==> config.mk <==
export PLATFORM = sky130hd
export DESIGN_NAME = axis_packet_fifo
export DESIGN_NICKNAME = d
export VERILOG_FILES = /design/src/rtl/axis_pkg.sv /design/src/rtl/axis_fifo_mem.sv /design/src/rtl/axis_packet_fifo.sv
export SDC_FILE = /design/constraint.sdc
export NUM_CORES = 1
export LEC_CHECK = 0
export CAP_MARGIN = 40
export CORE_ASPECT_RATIO = 0.7
export CORE_UTILIZATION = 40
export CTS_BUF_LIST = sky130_fd_sc_hd__clkbuf_4
export CTS_CLUSTER_SIZE = 40
export DETAILED_ROUTE_END_ITERATION = 10
export PLACE_DENSITY = 0.56
export SLEW_MARGIN = 20
export SYNTH_ARGS = -nofsm -noshare
export SYNTH_HDL_FRONTEND = slang
export SYNTH_SLANG_ARGS = --single-unit
==> constraint.sdc <==
create_clock -name clk -period 6.7 [get_ports clk]
set_input_delay 0.67 -clock clk [delete_from_list [all_inputs] [get_ports clk]]
set_output_delay 0.67 -clock clk [all_outputs]
set_load 0.02 [all_outputs]
==> src/rtl/axis_pkg.sv <==
// Shared types and elaboration helpers for the AXI-Stream packet FIFO.
// Latency: n/a (types and constant functions only).
// Backpressure: n/a.
package axis_pkg;

  // Release policy of the buffer: word-at-a-time or whole packets only.
  typedef enum logic {
    AXIS_WORD   = 1'b0,
    AXIS_PACKET = 1'b1
  } axis_mode_e;

  // Pointer width for a power-of-two depth; pointers wrap naturally.
  function automatic int ptr_w(input int depth);
    return (depth > 1) ? $clog2(depth) : 1;
  endfunction

endpackage

==> src/rtl/axis_fifo_mem.sv <==
// Storage array for the stream FIFO: DEPTH x W simple dual-port RAM.
// Latency: write lands on the clock edge, read data is combinational from rd_addr.
// Backpressure: none; the caller only writes free slots.
module axis_fifo_mem #(
  parameter int W     = 17,
  parameter int DEPTH = 16
) (
  input  logic                     clk,
  input  logic                     wr_en,
  input  logic [$clog2(DEPTH)-1:0] wr_addr,
  input  logic [W-1:0]             wr_dat,
  input  logic [$clog2(DEPTH)-1:0] rd_addr,
  output logic [W-1:0]             rd_dat
);

  logic [W-1:0] mem_q [DEPTH];

  // Contents are deliberately not reset; validity is tracked by the pointers.
  always_ff @(posedge clk) begin
    if (wr_en) begin
      mem_q[wr_addr] <= wr_dat;
    end
  end

  assign rd_dat = mem_q[rd_addr];

endmodule

==> src/rtl/axis_packet_fifo.sv <==
// AXI-Stream FIFO with tlast framing and optional store-and-forward release.
// Latency: word mode one edge write-to-valid; packet mode valid after the tlast word's edge.
// Backpressure: registered s_tready drops when the FIFO fills; no m_tready->s_tready path.
module axis_packet_fifo
  import axis_pkg::*;
#(
  parameter int DATA_WIDTH  = 64,
  parameter int DEPTH       = 16,
  parameter int PACKET_MODE = 0
) (
  input  logic                   clk,
  input  logic                   rst_n,
  input  logic [DATA_WIDTH-1:0]  s_tdata,
  input  logic                   s_tvalid,
  input  logic                   s_tlast,
  output logic                   s_tready,
  output logic [DATA_WIDTH-1:0]  m_tdata,
  output logic                   m_tvalid,
  output logic                   m_tlast,
  input  logic                   m_tready,
  output logic [$clog2(DEPTH):0] fill_count,
  output logic [$clog2(DEPTH):0] pkt_count,
  output logic                   oversize
);

  localparam int         PTR_W = ptr_w(DEPTH);
  localparam int         CNT_W = PTR_W + 1;
  localparam axis_mode_e MODE  = (PACKET_MODE != 0) ? AXIS_PACKET : AXIS_WORD;

  if ((DEPTH < 2) || ((DEPTH & (DEPTH - 1)) != 0)) begin : g_bad_depth
    $fatal(1, "axis_packet_fifo: DEPTH must be a power of two >= 2");
  end
  if (DATA_WIDTH < 1) begin : g_bad_width
    $fatal(1, "axis_packet_fifo: DATA_WIDTH must be >= 1");
  end

  typedef struct packed {
    logic                  last;
    logic [DATA_WIDTH-1:0] data;
  } entry_t;

  entry_t           wr_entry;
  entry_t           rd_entry;
  logic [PTR_W-1:0] wr_ptr_q, wr_ptr_d;
  logic [PTR_W-1:0] rd_ptr_q, rd_ptr_d;
  logic [CNT_W-1:0] fill_q, fill_d;
  logic [CNT_W-1:0] pkt_q, pkt_d;
  logic             s_tready_q, s_tready_d;
  logic             force_q, force_d;
  logic             wr_fire, rd_fire, rd_last, set_force;

  assign wr_entry  = '{last: s_tlast, data: s_tdata};
  assign wr_fire   = s_tvalid & s_tready_q;
  assign rd_fire   = m_tvalid & m_tready;
  assign rd_last   = rd_fire & rd_entry.last;
  // A full buffer holding no packet end can never complete a packet: open the gate once.
  assign set_force = (MODE == AXIS_PACKET) && (fill_q == CNT_W'(DEPTH)) &&
                     (pkt_q == '0) && !force_q;

  axis_fifo_mem #(
    .W     ($bits(entry_t)),
    .DEPTH (DEPTH)
  ) u_mem (
    .clk     (clk),
    .wr_en   (wr_fire),
    .wr_addr (wr_ptr_q),
    .wr_dat  (wr_entry),
    .rd_addr (rd_ptr_q),
    .rd_dat  (rd_entry)
  );

  // Output valid: any stored word in word mode; a complete packet (or forced drain) in packet mode.
  always_comb begin
    m_tvalid = 1'b0;
    if (MODE == AXIS_PACKET) begin
      m_tvalid = (pkt_q != '0) | (force_q & (fill_q != '0));
    end else begin
      m_tvalid = (fill_q != '0);
    end
  end

  // Next-state for pointers, occupancy/packet counters, forced-drain flag and ready.
  always_comb begin
    wr_ptr_d = wr_ptr_q;
    rd_ptr_d = rd_ptr_q;
    fill_d   = fill_q;
    pkt_d    = pkt_q;
    force_d  = force_q;
    if (wr_fire) wr_ptr_d = wr_ptr_q + PTR_W'(1);
    if (rd_fire) rd_ptr_d = rd_ptr_q + PTR_W'(1);
    case ({wr_fire, rd_fire})
      2'b10:   fill_d = fill_q + CNT_W'(1);
      2'b01:   fill_d = fill_q - CNT_W'(1);
      default: fill_d = fill_q;
    endcase
    case ({wr_fire & s_tlast, rd_last})
      2'b10:   pkt_d = pkt_q + CNT_W'(1);
      2'b01:   pkt_d = pkt_q - CNT_W'(1);
      default: pkt_d = pkt_q;
    endcase
    if (set_force) begin
      force_d = 1'b1;
    end else if (rd_last) begin
      force_d = 1'b0;
    end
    s_tready_d = (fill_d != CNT_W'(DEPTH));
  end

  // State registers; reset discards everything in flight.
  always_ff @(posedge clk or negedge rst_n) begin
    if (!rst_n) begin
      wr_ptr_q   <= '0;
      rd_ptr_q   <= '0;
      fill_q     <= '0;
      pkt_q      <= '0;
      force_q    <= 1'b0;
      s_tready_q <= 1'b0;
    end else begin
      wr_ptr_q   <= wr_ptr_d;
      rd_ptr_q   <= rd_ptr_d;
      fill_q     <= fill_d;
      pkt_q      <= pkt_d;
      force_q    <= force_d;
      s_tready_q <= s_tready_d;
    end
  end

  assign s_tready   = s_tready_q;
  assign m_tdata    = rd_entry.data;
  assign m_tlast    = rd_entry.last;
  assign fill_count = fill_q;
  assign pkt_count  = pkt_q;
  assign oversize   = set_force;

endmodule

==> results.cfg, run 1 <==
[run_status]
status = completed

[hold_path]
hp-class = primary input to async pin

[critical_path]
critPathKind = flop to primary output
cp_data_arrival_time_ps = 4420
cp_max_fo = 131
worstPathRequired_ps = 6030
startpoint_type = flop
endpoint_kind = primary output

[timing]
slew_headroom_pct = 39.5
finalHoldViolCount = 0
report.final.setup_viol = 0
finalCritPeriodShare_pct = 76.0
finalCriticalPeriod_ps = 5090
rsz0062_at_grt = false
finalClockSkew_ps = 92.5
tightest_slew_ps = 907
slew_violations = 0
tns_ps = 0
fmax_ghz = 0.196

[route]
vias_per_cell = 5.38
detail_route.first_pass.iterations = 7
drcViolationCount = 0
final_antenna_net_count = 0
drt_iter0_markers = 1672
wire_per_inst_um = 26.1
num_vias = 19400
wirelength_um = 94000

[run]
max-cap-violations = 0

[logic_synthesis]
postSynth.asyncResetShare_pct = 1.79
synth_seq_area_share_pct = 79.1
syn_area_mm2 = 0.0401
syn_avg_cell_area_um2 = 23.3
ys.flop_type = edfxtp_1
syn_inst = 1722
synth-seq-cells = 1059
ys_types = 41
synth.net_count = 1806
synth_edf_count = 1040
yosysWarnings = 0

[die]
initial_core_util_pct = 40.6
design.portCount = 147
num_rows = 96
die_h_um = 267
die_area_mm2 = 0.101
die_w_um = 380
coreArea_mm2 = 0.0986

[clock_network]
clk_latency_ps = 1150
cts_root_buf = clkbuf_4
cts_tree = built
clock-sinks = 1059
postCtsResizedCells = 0
clockBufferDepth = 4
htreeDepth = 5
cts_buffers = 280
cts.clk_slew.worst_paths_ps = 80

[finish]
final_area_mm2 = 0.0471
final_nets = 2191
nFillCells = 8139
syn2layout_area_growth_pct = 17.5
fin_cells = 3606
drive_gt1_share_pct = 32.9

[global_route]
grt_pass1_wl_um = 139000
grt-ovfl-total = 0
antenna_found_initial = 8
grt_max_degree = 132
globalRouteTotalUtil_pct = 18.9
grt_pass1_vias = 21100

[power_and_ir_drop]
p_per_area_mw_per_mm2 = 436
p_leak_nw = 15.1
vdd_drop_max_uv = 319

[placed_design]
io_buffers = 145
dpl.cell_count = 3144
hpwl_um = 46200
dpl-instance-area_mm2 = 0.0436
gp_congestion = 0.706
-- repair_timing --
action                    in CTS  in global routing
hold endpoints to repair      18                  0
hold buffers                   1                  0
setup buffers                  0                  0
-- placed cells by master, fill, tap and decap left out, types with 3 or more instances in the layout --
| master | count |
|---|---|
| nand2b_1 | 3 |
| nor3_1 | 3 |
| nor2_4 | 13 |
| inv_1 | 5 |
| o21ai_1 | 4 |
| clkbuf_4 | 394 |
| o21ai_0 | 3 |
| clkinv_2 | 5 |
| nor3b_1 | 4 |
| diode_2 | 8 |
| mux4_2 | 260 |
| ha_1 | 13 |
| xnor2_1 | 10 |
| buf_16 | 8 |
| a21oi_1 | 6 |
| clkinv_1 | 38 |
| clkdlybuf4s50_1 | 145 |
| a22oi_1 | 128 |
| dfrtp_1 | 17 |
| edfxtp_1 | 1040 |
| nand2_1 | 79 |
| nor3_2 | 4 |
| buf_4 | 19 |
| bufinv_16 | 10 |
| buf_12 | 22 |
| inv_2 | 5 |
-- routing by layer --
| layer | GRT usage, % | part of all wire [%] | vias up |
|---|---|---|---|
| li1 | - | - | 8310 |
| met1 | 26.2 | 45 | 10300 |
| met2 | 29.4 | 48 | 595 |
| met3 | 4.34 | 5.2 | 134 |
| met4 | 7.05 | 1.9 | 6 |
| met5 | 0 | 0.041 | - |
-- layout make-up --
class                   instances  area (µm²)  share of cell area [%]
multi-input cells             563        7980                    16.9
repair buffers                196        2280                    4.84
clock buffers                 394        2960                    6.28
clock inverters                56         479                    1.02
inverters                       7        26.3                  0.0558
diodes                          8        20.0                  0.0425
flip-flops and latches       1059       31700                    67.3
well taps                    1323        1660                    3.51
-- sequential cells by signal, summed over array words and instances, names as in the netlist --
register     count
u_mem.mem_q   1040
rd_ptr_q         4
s_tready         1
fill_count       5
wr_ptr_q         4
pkt_count        5
-- path summary, 6_finish.rpt --
kind,from,endpoint,slack [ps],cells after the start
max in group asynchronous,rst_n,rd_ptr_q[0],5890,3
hold / removal,rst_n,fill_count[4],350,2
hold reg to reg,pkt_count[2],pkt_count[2],520,2
min in group clk,m_tready,rd_ptr_q[0],360,4
setup reg to reg,rd_ptr_q[1],pkt_count[4],3160,9
setup / recovery,rd_ptr_q[1],m_tdata[11],1610,6
-- per-stage QoR --
step	hold slack (ps)	setup WS (ps)	total power (W)	utilization [%]
2_1_floorplan	374	462	0.0126	-
3_3_place_gp	506	2600	0.0151	43.9
3_5_place_dp	518	2790	0.0152	44.2
4_1_cts	209	1460	0.0209	47.7
5_1_grt	276	1340	0.0216	47.8
6_report	348	1610	0.0205	47.8
-- synthesized netlist by cell type, types with 2 or more instances --
| master | instances | area [µm²] |
|---|---|---|
| ha_1 | 13 | 163 |
| o311ai_1 | 2 | 17.5 |
| dfrtp_1 | 19 | 475 |
| nor3_1 | 7 | 35.0 |
| o21ai_1 | 4 | 20.0 |
| edfxtp_1 | 1040 | 31200 |
| nand2b_1 | 3 | 18.8 |
| fa_1 | 2 | 40.0 |
| nand2_1 | 79 | 297 |
| xnor2_1 | 10 | 87.6 |
| buf_6 | 11 | 124 |
| buf_2 | 35 | 175 |
| a22oi_1 | 128 | 961 |
| nor3b_1 | 4 | 30.0 |
| a211oi_1 | 2 | 15.0 |
| clkbuf_1 | 39 | 146 |
| xor2_1 | 2 | 17.5 |
| nand3_1 | 2 | 10.0 |
| a21oi_1 | 6 | 30.0 |
| inv_2 | 2 | 7.51 |
| a21o_1 | 2 | 15.0 |
| nand4_1 | 2 | 12.5 |
| mux4_2 | 260 | 5860 |
| mux2_2 | 2 | 22.5 |
| inv_1 | 5 | 18.8 |
| and2_1 | 2 | 12.5 |
| mux2_1 | 2 | 22.5 |
| buf_4 | 7 | 52.6 |
| nor2b_1 | 3 | 18.8 |
| o21ai_0 | 3 | 15.0 |
| nor2_1 | 14 | 52.6 |
-- critical path: stages (launching register included) --
cell,delay [ps]
dfrtp_4,730
buf_16,290
buf_12,590
mux4_2,410
a22oi_1,300
nand2_1,140
clkdlybuf4s50_1,560
-- logic make-up after synthesis --
logic type	after synthesis	synth area share, %
AND/OR/NAND/NOR	120	1.29
buffers and inverters	100	1.32
multiplexers	265	14.7
adder cells (fa/ha/maj)	15	0.506
XOR/XNOR	12	0.262
other	1	0.00936
flip-flops	1059	79.1
AO/OA/AOI/OAI	150	2.75
-- power breakdown --
| part | total, W | leakage [nW] | internal (W) | switching [W] |
|---|---|---|---|---|
| Sequential | 0.00827 | 9.62 | 0.00801 | 0.000255 |
| Clock | 0.00560 | 2.05 | 0.00307 | 0.00253 |
| Combinational | 0.00667 | 3.47 | 0.00294 | 0.00372 |
| Total | 0.0205 | 15.1 | 0.0140 | 0.00651 |
(Power assumes the default switching activity.)
==> run 2: changes to the inputs <==
- PLACE_DENSITY: 0.56 -> 0.58
- clock period: 6.7 -> 4.3 ns (I/O delays scaled with it)
==> run 2 against run 1 <==
  * Register-to-register slack worse by 2200 ps
  * Sequential cell count stayed put
  * Clock power is 45% higher
  * Worst setup slack worse by 1500 ps
  * Largest cell class unchanged
  * Largest power group unchanged
==> results.cfg, run 2 (synthesized netlist as in run 1, its figures left out) <==
[global_route]
grt-ovfl-total = 0
grt_pass1_vias = 21100
globalRouteTotalUtil_pct = 19.0
grt_pass1_wl_um = 139000
grt_max_degree = 66
antenna_found_initial = 4

[route]
final_antenna_net_count = 0
wirelength_um = 95400
wire_per_inst_um = 26.5
num_vias = 19700
drt_iter0_markers = 1712
vias_per_cell = 5.47
drcViolationCount = 0
detail_route.first_pass.iterations = 5

[finish]
drive_gt1_share_pct = 33.1
regMostFlops = u_mem.mem_q
layout_common_cells = 1,040 x edfxtp_1, 385 x clkbuf_4, 260 x mux4_2, 144 x clkdlybuf4s50_1, 127 x a22oi_1
nFillCells = 8079
largest_reg_flops = 1040
syn2layout_area_growth_pct = 17.6
final_nets = 2204
layout_commonest_cell = edfxtp_1
postLayoutCoreUtil_pct = 47.8

[power_and_ir_drop]
p_per_area_mw_per_mm2 = 677
p_leak_nw = 15.2
vdd_drop_max_uv = 400
total_power_w = 0.0319

[clock_network]
clock-sinks = 1059
cts.clk_slew.worst_paths_ps = 70
cts_tree = built
cts_buffers = 275
clk_latency_ps = 1120
htreeDepth = 5
cts_root_buf = clkbuf_4
clockBufferDepth = 4

[placed_design]
io_buffers = 145
gp_congestion = 0.723
dp_worst_setup_slack_ps = 763
hpwl_um = 45400

[timing]
finalCritPeriodShare_pct = 96.3
finalClockSkew_ps = 88.2
slew_violations = 0
tightest_slew_ps = 751
tns_ps = 0
rsz0062_at_grt = false
finalHoldViolCount = 0
fmax_ghz = 0.241
finalCriticalPeriod_ps = 4140
fin_ws_ps = 158
slew_headroom_pct = 49.8
report.final.setup_viol = 0

[die]
coreArea_mm2 = 0.0986
die_w_um = 380
initial_core_util_pct = 40.6
num_rows = 96
die_area_mm2 = 0.101
design.portCount = 147
die_h_um = 267

[run]
max-cap-violations = 0

[critical_path]
endpoint_kind = primary output
rr_worst_depth = 11
worstPathRequired_ps = 3870
critPathKind = flop to primary output
cp_data_arrival_time_ps = 3710
startpoint_type = flop
cp_max_fo = 17
reg2reg_setup_slack_ps = 990

[hold_path]
hp-class = primary input to async pin

[run_status]
status = completed
[run 2: cell count changes in the layout (fill, tap and decap cells not counted), sizes merged]
cell,before,now
dlygate4sd3,1,2
inv,10,12
clkbuf,394,387
buf,50,64
clkdlybuf4s50,145,144
bufbuf,0,1
bufinv,10,4
dlymetal6s2s,0,1
clkinv,43,33
diode,8,2
[run 2: path summary, 6_finish.rpt]
| path | start | to |
|---|---|---|
| setup / recovery | rd_ptr_q[0] | m_tdata[10] |
| hold / removal | rst_n | fill_count[2] |
| setup reg to reg | rd_ptr_q[1] | pkt_count[4] |
| hold reg to reg | pkt_count[3] | pkt_count[3] |
| max in group asynchronous | rst_n | rd_ptr_q[1] |
| min in group clk | s_tdata[2] | u_mem.mem_q[7][2] |
[run 2: power by group]
group	internal [W]	switching, W
clock	0.00432	0.00379
combinational	0.00494	0.00600
sequential	0.0125	0.000374
total	0.0217	0.0102
[run 2: per-stage QoR]
stage               instance area [µm²]  cells  hold slack, ps
floorplan                         40100   1722             134
global route                      47100   3594             100
global placement                  43600   3148             533
CTS                               47000   3586            8.96
finish                            47100   3595             156
detailed placement                43700   3150             540
[run 2: layout make-up]
class	instances	area (µm²)	area share (%)
multi-input cells	563	8010	17.0
clock inverters	42	267	0.565
well taps	1323	1660	3.51
clock buffers	385	2890	6.13
inverters	7	26.3	0.0557
diodes	2	5.00	0.0106
repair buffers	214	2580	5.47
flip-flops and latches	1059	31700	67.3
[run 2: repair_timing]
item                                    in CTS  in global routing
hold buffers                                 2                  0
setup buffers                                6                  5
gates resized for setup                      6                  6
pin swaps                                    0                  0
endpoints found under the hold margin       20                  0
endpoints found under the setup margin      64                 15
cloned                                       1                  2
[run 2: worst max-delay path: stages (launching register included)]
cell	delay (ps)
dfrtp_4	560
buf_4	230
buf_16	200
mux4_2	510
a22oi_1	260
nand2_1	200
clkdlybuf4s50_1	590
[run 2: metal layers]
layer  part of all wire, %  GRT usage [%]  vias up
li1                      -              -     8335
met1                    44           26.6    10500
met2                    48           29.8      687
met3                   5.8           3.61      130
met4                   1.6           6.76        4
met5                 0.027              0        -
